[src/rtl/switch_seq_pkg.sv]
// Shared constants, state encoding and helpers for the video switch route sequencer.
// SWITCH_SEQ_READBACK_EN adds the CHECK/CHECK_WAIT readback states.
package switch_seq_pkg;

    localparam logic [4:0] ADDR_CTRL       = 5'd0;
    localparam logic [4:0] ADDR_COMMIT     = 5'd3;
    localparam logic [4:0] ADDR_ROUTE_BASE = 5'd4;
    localparam logic [4:0] ADDR_CONSUME    = 5'd16;

    typedef enum logic [3:0] {
        INIT_EN,
        INIT_CM,
        IDLE,
        STAGE,
`ifdef SWITCH_SEQ_READBACK_EN
        CHECK,
        CHECK_WAIT,
`endif
        WAIT_EOP,
        COMMIT,
        GAP
    } seq_state_t;

    function automatic logic [7:0] onehot8(input logic [2:0] idx);
        return 8'd1 << idx;
    endfunction

endpackage

[src/rtl/switch_seq_timeout.sv]
// Frame-boundary timeout counter: cleared per request, counts while enabled,
// flags expiry once TIMEOUT_CYCLES-1 is reached.
module switch_seq_timeout #(
    parameter int TIMEOUT_CYCLES = 1048576,
    parameter int TO_W           = 21
) (
    input  logic clock,
    input  logic reset,
    input  logic i_clear,
    input  logic i_enable,
    output logic o_expired
);

    logic [TO_W-1:0] r_count;

    always_ff @(posedge clock or negedge reset) begin
        if (!reset) begin
            r_count <= '0;
        end else if (i_clear) begin
            r_count <= '0;
        end else if (i_enable) begin
            r_count <= r_count + 1'b1;
        end
    end

    assign o_expired = (r_count == TO_W'(TIMEOUT_CYCLES - 1));

endmodule

[src/rtl/switch_route_sequencer.sv]
// Avalon-MM master that initialises the 8x8 video switch and applies host route
// requests at frame boundaries. Optional readback check: SWITCH_SEQ_READBACK_EN.
module switch_route_sequencer
    import switch_seq_pkg::*;
#(
    parameter int NUM_PORTS      = 8,
    parameter int TIMEOUT_CYCLES = 1048576,
    parameter int TO_W           = 21
) (
    input  logic                 clock,
    input  logic                 reset,
    input  logic [NUM_PORTS-1:0] cfg_consume_mode,
    input  logic                 req_valid,
    output logic                 req_ready,
    input  logic [2:0]           req_output,
    input  logic [2:0]           req_input,
    input  logic                 req_disable,
    input  logic [NUM_PORTS-1:0] tap_valid,
    input  logic [NUM_PORTS-1:0] tap_ready,
    input  logic [NUM_PORTS-1:0] tap_eop,
    output logic                 m_write,
    output logic                 m_read,
    output logic [4:0]           m_address,
    output logic [31:0]          m_writedata,
    input  logic [31:0]          m_readdata,
    output logic                 done,
    output logic                 timeout_flag,
    output logic                 err
);

    seq_state_t r_state;
    seq_state_t w_next_state;
    logic       r_started;
    logic [2:0] r_out;
    logic [7:0] r_word;
    logic       r_done;
    logic       r_timeout_flag;

    logic w_accept;
    logic w_to_clear;
    logic w_to_enable;
    logic w_to_expired;
    logic w_flag_set;
    logic w_flag_clr;
    logic w_done_set;
    logic w_err_set;
    logic w_boundary;
    logic w_unused_readdata;

    assign w_boundary        = tap_valid[r_out] & tap_ready[r_out] & tap_eop[r_out];
    assign w_unused_readdata = ^m_readdata;

    switch_seq_timeout #(
        .TIMEOUT_CYCLES(TIMEOUT_CYCLES),
        .TO_W          (TO_W)
    ) u_timeout (
        .clock    (clock),
        .reset    (reset),
        .i_clear  (w_to_clear),
        .i_enable (w_to_enable),
        .o_expired(w_to_expired)
    );

    // r_started keeps the INIT_EN write off the bus while reset is still asserted
    always_ff @(posedge clock or negedge reset) begin
        if (!reset) begin
            r_state        <= INIT_EN;
            r_started      <= 1'b0;
            r_out          <= '0;
            r_word         <= '0;
            r_done         <= 1'b0;
            r_timeout_flag <= 1'b0;
        end else begin
            r_state   <= w_next_state;
            r_started <= 1'b1;
            r_done    <= w_done_set;
            if (w_accept) begin
                r_out  <= req_output;
                r_word <= req_disable ? 8'h00 : onehot8(req_input);
            end
            if (w_flag_set) begin
                r_timeout_flag <= 1'b1;
            end else if (w_flag_clr) begin
                r_timeout_flag <= 1'b0;
            end
        end
    end

    always_comb begin
        w_next_state = r_state;
        req_ready    = 1'b0;
        m_write      = 1'b0;
        m_read       = 1'b0;
        m_address    = '0;
        m_writedata  = '0;
        w_accept     = 1'b0;
        w_to_clear   = 1'b0;
        w_to_enable  = 1'b0;
        w_flag_set   = 1'b0;
        w_flag_clr   = 1'b0;
        w_done_set   = 1'b0;
        w_err_set    = 1'b0;
        case (r_state)
            INIT_EN: begin
                if (r_started) begin
                    m_write      = 1'b1;
                    m_address    = ADDR_CTRL;
                    m_writedata  = 32'd1;
                    w_next_state = INIT_CM;
                end
            end
            INIT_CM: begin
                m_write      = 1'b1;
                m_address    = ADDR_CONSUME;
                m_writedata  = 32'(cfg_consume_mode);
                w_next_state = IDLE;
            end
            IDLE: begin
                req_ready = 1'b1;
                if (req_valid) begin
                    w_accept     = 1'b1;
                    w_to_clear   = 1'b1;
                    w_next_state = STAGE;
                end
            end
            // The timeout window runs from the staging write, so STAGE counts too
            STAGE: begin
                m_write     = 1'b1;
                m_address   = ADDR_ROUTE_BASE + {2'b00, r_out};
                m_writedata = {24'b0, r_word};
                w_to_enable = 1'b1;
`ifdef SWITCH_SEQ_READBACK_EN
                w_next_state = CHECK;
`else
                w_next_state = WAIT_EOP;
`endif
            end
`ifdef SWITCH_SEQ_READBACK_EN
            CHECK: begin
                m_read       = 1'b1;
                m_address    = ADDR_ROUTE_BASE + {2'b00, r_out};
                w_to_enable  = 1'b1;
                w_next_state = CHECK_WAIT;
            end
            CHECK_WAIT: begin
                w_to_enable = 1'b1;
                if (m_readdata[7:0] != r_word) begin
                    w_err_set    = 1'b1;
                    w_done_set   = 1'b1;
                    w_next_state = IDLE;
                end else begin
                    w_next_state = WAIT_EOP;
                end
            end
`endif
            // A boundary wins over a coincident timeout
            WAIT_EOP: begin
                w_to_enable = 1'b1;
                if (w_boundary) begin
                    w_flag_clr   = 1'b1;
                    w_next_state = COMMIT;
                end else if (w_to_expired) begin
                    w_flag_set   = 1'b1;
                    w_next_state = COMMIT;
                end
            end
            COMMIT: begin
                m_write      = 1'b1;
                m_address    = ADDR_COMMIT;
                m_writedata  = 32'd1;
                w_next_state = GAP;
            end
            GAP: begin
                w_done_set   = 1'b1;
                w_next_state = IDLE;
            end
            default: w_next_state = INIT_EN;
        endcase
    end

`ifdef SWITCH_SEQ_READBACK_EN
    logic r_err;

    always_ff @(posedge clock or negedge reset) begin
        if (!reset) begin
            r_err <= 1'b0;
        end else if (w_err_set) begin
            r_err <= 1'b1;
        end
    end

    assign err = r_err;
`else
    assign err = 1'b0;
`endif

    assign done         = r_done;
    assign timeout_flag = r_timeout_flag;

endmodule
[config.mk]
export PLATFORM = sky130hd
export DESIGN_NAME = switch_route_sequencer
export DESIGN_NICKNAME = d
export VERILOG_FILES = /design/src/rtl/switch_seq_pkg.sv /design/src/rtl/switch_seq_timeout.sv /design/src/rtl/switch_route_sequencer.sv
export SDC_FILE = /design/constraint.sdc
export NUM_CORES = 1
export LEC_CHECK = 0
export ABC_AREA = 1
export BUFFER_PORTS_ARGS = -buffer_cell sky130_fd_sc_hd__buf_2
export CAP_MARGIN = 20
export CORE_ASPECT_RATIO = 0.5
export CORE_MARGIN = 8
export CORE_UTILIZATION = 24
export DETAILED_ROUTE_END_ITERATION = 10
export RECOVER_POWER = 25
export SLEW_MARGIN = 15
export SYNTH_ARGS = -nofsm -noshare
export SYNTH_HDL_FRONTEND = slang
export SYNTH_SLANG_ARGS = --single-unit
export TNS_END_PERCENT = 1
[constraint.sdc]
create_clock -name clock -period 4.61 [get_ports clock]
set_clock_uncertainty 0.05 [all_clocks]
set_input_delay 0.922 -clock clock [delete_from_list [all_inputs] [get_ports clock]]
set_output_delay 0.922 -clock clock [all_outputs]
set_load 0.005 [all_outputs]
# Yosys cells after proc, flatten, opt, wreduce, memory -nomap -nowiden
# Index checks and enable logic that the tools add are counted.
op_classes:
  add_sub_neg: 2
  n_bitwise: 2
  n_shift: 1
  n_eq_ne: 10
  reduce_logical: 7
  order_cmp: 1
  n_mux: 31
ops:
  columns: ["cell", "count"]
  rows:
  - ["$mux 21", 2]
  - ["$pmux 8 s4", 1]
  - ["$pmux 4 s6", 1]
  - ["$add 21x1->21 const B", 1]
  - ["$eq 21x20->1 const B", 1]
  - ["$mux 1", 17]
  - ["$mux 4", 4]
  - ["$pmux 5 s3", 1]
  - ["$eq 4x3->1 const B", 3]
  - ["$bmux 1 s3", 3]
  - ["$eq 4x2->1 const B", 2]
  - ["$mux 8", 1]
  - ["$shl 1x3->8 const A", 1]
  - ["$add 3x3->4 const A", 1]
  - ["$eq 4x1->1 const B", 1]
  - ["$logic_not 4->1", 1]
  - ["$lt 3x4->1 const B", 1]
  - ["$ne 2x2->1 const B", 2]
  - ["$reduce_bool 2->1", 2]
  - ["$reduce_or 2->1", 2]
  - ["$ne 3x2->1 const B", 1]
  - ["$reduce_and 3->1", 1]
  - ["$reduce_or 3->1", 1]
  - ["$and 1x1->1", 2]
  - ["$pmux 1 s2", 1]
totals:
  out_inout_bits: 43
  ff_bits: 39
  in_bits: 74

# Longest topological paths before layout
# Gate-level depths: netlist (run 1).
depth:
  ltp_word: 8
  mapped_depth: 9
  depth_no_buf: 9

# Hierarchy
# A second synthesis (run 1) with hierarchy kept.
unflattened:
  hier_cells: 351
  hier_area_um2: 2538.7
by_module_without_submodules:
  columns: ["module", "seq_area_each_um2", "cells_each", "instances", "area_each_um2"]
  rows:
  - ["switch_seq_timeout", 525.5, 174, 1, 1275.0]
  - ["switch_route_sequencer", 425.4, 177, 1, 1263.7]

# Least setup slack after synthesis (run 1)
# Ideal clock, no wire load.
synth_path:
  kind: "in2out"
  startpoint: "in cfg_consume_mode[0]"
  endpoint: "out m_writedata[0]"
  path_buffers: 0
  t_arrival_ns: 1.159
  cell_stages: 2
  slack_ns: 2.479
  path_cell_list: "o21ai_0 > o211ai_1"
synth_via:
  elab_chain_cells: 1
synth_lines:
  columns: ["item", "line_no", "text"]
  rows:
  - ["start: declaration", "switch_route_sequencer.sv:12", "input logic [NUM_PORTS-1:0] cfg_consume_mode,"]
  - ["$pmux 8 s4", "switch_route_sequencer.sv:103", "case (r_state)"]
  - ["end: declaration", "switch_route_sequencer.sv:24", "output logic [31:0] m_writedata,"]
# No other way between the ends.

# Worst setup path after layout (run 1)
layout_path:
  startpoint: "reg r_state[0]"
  endpoint: "out m_writedata[5]"
layout_via:
  elab_chain_cells: 2
  elab_cells_between_ends: 5
  cone_classes: "eq/ne (3); mux (1); reduce/logical (1)"
layout_lines:
  columns: ["item", "line_no", "text"]
  rows:
  - ["start: declaration", "switch_route_sequencer.sv:31", "seq_state_t r_state;"]
  - ["start signal: assignment", "switch_route_sequencer.sv:74", "r_state <= w_next_state;"]
  - ["$eq 4x3->1 (tied with other cells)", "switch_route_sequencer.sv:103", null]
  - ["$pmux 8 s4 *", "switch_route_sequencer.sv:103", null]
# Every way passes the cells marked *; elsewhere a longest branch is shown, timed or not.

==> metrics, run 1 <==
hold_buf cts 0; IO buf count 58; HPWL after DPL 4638 um; Worst Hold Class reg2reg; Final ANT Viol Nets 0; Adder-Cell Fraction of Synth Area 0.5173%; Synth Area in Simple Gates 33.83%; period utilization 60.30%; Worst-Skew Late Latency 0.29 ns; failing checks capacitance limit, slew limit; CTS tree yes; FF+latch count, synth 38; cell with the most instances after synthesis nand2_1; largest net degree at the start of global routing 39; status finished, violations left; RSZ-0062 raised after global routing false; largest family of logic cells by synthesized area simple AND/OR/NAND/NOR gates; Avg Cell Area, Syn 7.072 um^2; Synth cell types 30; XOR/XNOR Fraction of Synth Area 0.3621%; post-CTS setup buffer count 0; Critical Path Source Type flip-flop; maximum capacitance violations 1; Post-Synthesis Cells 342; final wirelength 6161 um; initial antenna violation count 0; Non-Filler Instances 541; Compound-Gate Fraction of Synth Area 10.29%; final hold vios 0; normalized max-slew margin -37.59%; GRT Overall Usage 9.343%; Final min period 2.780 ns; Area Growth Syn to Fin 20.43%; maximum vdd ir drop 0.1664 mV; total number of vias 2251; clock tree buffer depth 2; top post-synthesis cells by area dfrtp_1, nand2_1, buf_4; Setup CP Type reg2out; fill count 1117; worst slew pin tran 2.064 ns; most frequent cells after synthesis nand2_1, nor2_1, dfrtp_1, inv_1, nand3_1; Die X-Extent 158.0 um; Synth top area share 39.32%; Initial Utilization 24.14%; Pwr Total 0.001368 W; number of core rows 26; Primary FF master, synth dfrtp_1; core area 10020 um^2; register area share after synthesis 39.32%; Post-route DRC 0; Placed Instances 533; Ant. Diodes 0; Sink Count 38; starting DRC count in detailed routing 100; CP Max Fanout 8; max frequency 0.3597 GHz; Pre-Repair DR Iteration Count 4; total grt overflow 0; multi-input logic area 1190 um^2; layout cells sized above 1 19.20%; first-pass GRT wire length 10180 um; # H-tree levels 2; fin nets 475; die height 86.99 um; pwr dens 469.8 nW/um^2; fin. max-slew vios 39; post-synthesis async set-or-reset flop share 100.0%; FF+latch area 950.9 um^2; routability cong. 0.8190; CTS Root Cell clkbuf_16; CP required 3.64 ns; Ys Warns 0; Leakage 1.426 nW; leading area contributor after synthesis dfrtp_1; CTS buffer count 5; DR vias/cell 4.161; Post-synth EDFFs 0; R2R Setup Slk 2.38 ns; Final TNS setup 0 ns; vias in the first global route 2173; Final Setup Violations 0; Netlist Area Pre-Place 2419 um^2; post-synthesis mux area share 0%; CTS resizes 0; Clock transition at path regs 0.06 ns; wire per inst 11.39 um; Ports 117; die area 13740 um^2; Crit. End Element output port; WP data arrival 1.81 ns
[layer usage]
layer  up-vias  wire, um  GRT usage [%]
met5         -         0              0
met2        52      2798          16.08
li1       1176         -              -
met1      1015      2947          11.09
met4         0        58          2.294
met3         8       357          3.069
[layout by cell type, fill, tap and decap left out, types with 11 or more instances in the layout]
cell / n
nand2_1: 78
buf_2: 57
nor2_1: 43
dfrtp_1: 38
inv_1: 36
nand3_1: 31
o21ai_0: 29
conb_1: 27
nand4_1: 15
a21oi_1: 11
[metrics by stage]
stage	cell area [um^2]	hold slack [ns]	util, %	setup slack [ns]
after floorplan	2512	0.4058	-	2.479
after global placement	2749	0.4402	27.44	2.193
after detailed placement	2749	0.4464	27.44	2.183
after CTS	2914	0.4602	29.08	1.862
after global routing	2913	0.4829	29.07	1.592
final	2913	0.4504	29.07	1.830
[path summary, 6_finish.rpt]
kind                            start                    end  cells after the start
setup / recovery           r_state[0]         m_writedata[5]                      7
hold / removal             r_state[0]                   done                      1
setup reg to reg           r_state[2]  u_timeout.r_count[14]                      9
hold reg to reg            r_state[0]                   done                      1
max in group asynchronous       reset   u_timeout.r_count[4]                      1
min in group asynchronous       reset             r_state[2]                      1
[worst max-delay path, stage by stage, from the launching register on]
cell	delay, ns
dfrtp_1	0.40
inv_1	0.14
nor2_1	0.19
inv_1	0.10
nor2_2	0.37
nand2_1	0.09
o21ai_0	0.09
buf_2	0.15
[where the power goes]
part / switching (W) / total [W] / internal (W) / leakage [nW]
registers: 0.0000691 / 0.000487 / 0.000418 / 0.509
clock network: 0.000141 / 0.000394 / 0.000253 / 0.0836
logic: 0.000328 / 0.000487 / 0.000159 / 0.833
total: 0.000538 / 0.00137 / 0.000830 / 1.43
[sequential cells by signal, summed over array words and instances, names as in the netlist]
name / count
r_state: 3
done: 1
r_out: 3
r_word: 8
u_timeout.r_count: 21
r_started: 1
timeout_flag: 1
[cell type report]
class,count,area share (%)
Sequential cell,38,32.65
Tap cell,140,6.014
Inverter,38,4.897
Clock inverter,3,1.375
Timing Repair Buffer,58,9.923
Multi-Input combinational cell,259,40.85
Clock buffer,5,4.296
[kinds of logic (layout without fill, tap and decap cells)]
logic type / count (synthesis) / in the layout
and+or+nand+nor: 183 / 183
buffers and inverters: 70 / 104
AOI/OAI and AO/OA: 47 / 47
DFF: 38 / 38
other: 2 / 27
adders and majority gates: 1 / 1
xor gates and xnor gates: 1 / 1
(Power assumes the default switching activity.)
==> run 2, diff against run 1 <==
- ABC_AREA: 1 -> 0
- clock period: 4.61 -> 2.35 ns (I/O delays scaled with it)
==> metrics, run 2 <==
core area 10020 um^2; Setup CP Type reg2out; period utilization 86.62%; Initial Utilization 24.24%; maximum vdd ir drop 0.3365 mV; Worst Hold Class in2async; GRT Overall Usage 8.244%; worst slew pin tran 0.8666 ns; vias in the first global route 1963; most common cell after layout, fill and taps aside buf_2; starting DRC count in detailed routing 151; pwr dens 840.4 nW/um^2; die height 87.13 um; DR vias/cell 4.441; Die X-Extent 158.3 um; CP Max Fanout 17; Synth cell types 50; Pre-Repair DR Iteration Count 4; met2 Resource Use GR 14.89%; fill count 1067; pre-CTS setup slack 0.3404 ns; global routing usage on met1 9.778%; multi-input logic area 1306 um^2; Ys Warns 0; IO buf count 58; Buf/Inv on CP 2; CTS resizes 0; post-synthesis async set-or-reset flop share 100.0%; Area Growth Syn to Fin 22.15%; Critical Path Max Stage Delay 0.44 ns; register area share after synthesis 39.16%; post-CTS setup buffer count 0; Primary FF master, synth dfrtp_1; maximum capacitance violations 0; Hold Slack 0.2288 ns; met3 Use GR 1.485%; layout cells sized above 1 26.51%; cell with the most instances after synthesis nand2_1; max reg flops 21; routability cong. 0.7278; CTS Root Cell clkbuf_16; FF+latch area 950.9 um^2; top post-synthesis cells by area dfrtp_1, buf_4, nand2_1; HPWL after DPL 4548 um; die area 13790 um^2; Placed Area 2824 um^2; Leakage 1.388 nW; Crit. End Element output port; Final TNS setup 0 ns; Post-synth EDFFs 0; FF-to-FF path depth 4; Sink Count 38; CTS buffer count 5; # H-tree levels 2; final hold vios 0; clock tree buffer depth 2; number of core rows 26; wire per inst 12.14 um; fin nets 406; initial antenna violation count 0; WP data arrival 1.52 ns; Crit. path cell count 5; Ports 117; most frequent cells after synthesis nand2_1, dfrtp_1, buf_4, nor2_1, a21oi_1; total number of vias 2096; Synth top area share 39.16%; leading area contributor after synthesis dfrtp_1; hold_buf cts 0; Final ANT Viol Nets 0; Clock transition at path regs 0.06 ns; total grt overflow 0; Post-Synthesis Cells 269; largest net degree at the start of global routing 20; CTS tree yes; setup slack after layout 0.3145 ns; Top Usage Layer GRT met2; Reg with most FFs u_timeout.r_count; Worst path slowest cell dfrtp_1; Ant. Diodes 0; first-pass GRT wire length 9342 um; Avg Cell Area, Syn 9.028 um^2; Final Setup Violations 0; FF+latch count, synth 38; max frequency 0.4913 GHz; CP required 1.83 ns; crit-path cells buf_4, nor3b_1, a31oi_1, o21ai_0, buf_2; leading registers by flop count u_timeout.r_count (21), r_word (8); normalized max-slew margin 42.23%; Post-Layout Inst Area 2967 um^2; kind of cell adding the most delay to the critical path flip-flops; Netlist Area Pre-Place 2429 um^2; Final min period 2.036 ns; commonest cells after routing, fill and taps aside buf_2, nand2_1, dfrtp_1; status completed; RSZ-0062 raised after global routing false; fin. max-slew vios 0; Worst-Skew Late Latency 0.28 ns; Post-route DRC 0; Critical Path Source Type flip-flop; final wirelength 5729 um
## run 2: changes by cell type in the layout (fill, tap and decap cells not counted), moves of 14 or more
cell     delta
nor2_1     -25
inv_1      -31
o21ai_0    -22
nand3_1    -24
nand4_1    -14
nand2_1    -36
## run 2: layout make-up
cell class	count	area share, %
Multi-Input combinational cell	212	44.03
Sequential cell	38	32.05
Timing Repair Buffer	69	12.40
Tap cell	140	5.905
Clock buffer	7	4.808
Inverter	5	0.6326
Clock inverter	1	0.1687
## run 2: where the power goes
part | switching [W] | leakage, nW | internal (W) | total, W
Sequential | 0.000136 | 0.514 | 0.000773 | 0.000909
Combinational | 0.000518 | 0.800 | 0.000398 | 0.000915
Clock | 0.000249 | 0.0739 | 0.000420 | 0.000669
Total | 0.000902 | 1.39 | 0.00159 | 0.00249
## run 2: cells by family after synthesis
family / count (synthesis) / share of synthesized area (%)
AND/OR/NAND/NOR: 114 / 25.35
AO/OA/AOI/OAI: 53 / 16.43
buffers and inverters: 44 / 10.92
flip-flops: 38 / 39.15
multiplexers: 13 / 5.873
XOR/XNOR: 4 / 1.443
other: 2 / 0.3092
adder cells (fa/ha/maj): 1 / 0.5151
## run 2: stage by stage
| stage | power, W | utilization, % | instances |
|---|---|---|---|
| 4_1_cts | 0.002526 | 29.66 | 472 |
| 5_1_grt | 0.002692 | 29.61 | 472 |
| 6_report | 0.002493 | 29.61 | 472 |
| 3_5_place_dp | 0.001848 | 28.18 | 464 |
| 3_3_place_gp | 0.001836 | 28.18 | 464 |
| 2_1_floorplan | 0.001539 | - | 294 |
## run 2: final timing paths
path	startpoint	to	slack, ns
worst max register to register	r_state[2]	u_timeout.r_count[10]	0.34
worst max-delay path	r_state[1]	m_writedata[0]	0.31
worst min register to register	r_word[1]	r_word[1]	0.43
worst min-delay path	reset	r_word[4]	0.23
max in group asynchronous	reset	u_timeout.r_count[20]	1.12
min in group clock	req_output[1]	r_out[1]	0.34
## run 2: layer usage
metal,part of all wire [%],vias up
li1,-,1039
met1,42,1002
met2,51,47
met3,5.5,8
met4,1.3,0
met5,0,-
## run 2: worst reg2reg max path, delay by kind of cell (launching register included)
kind | cells | cell delay (ns)
flops | 1 | 0.48
simple gates | 1 | 0.48
compound gates | 3 | 0.90
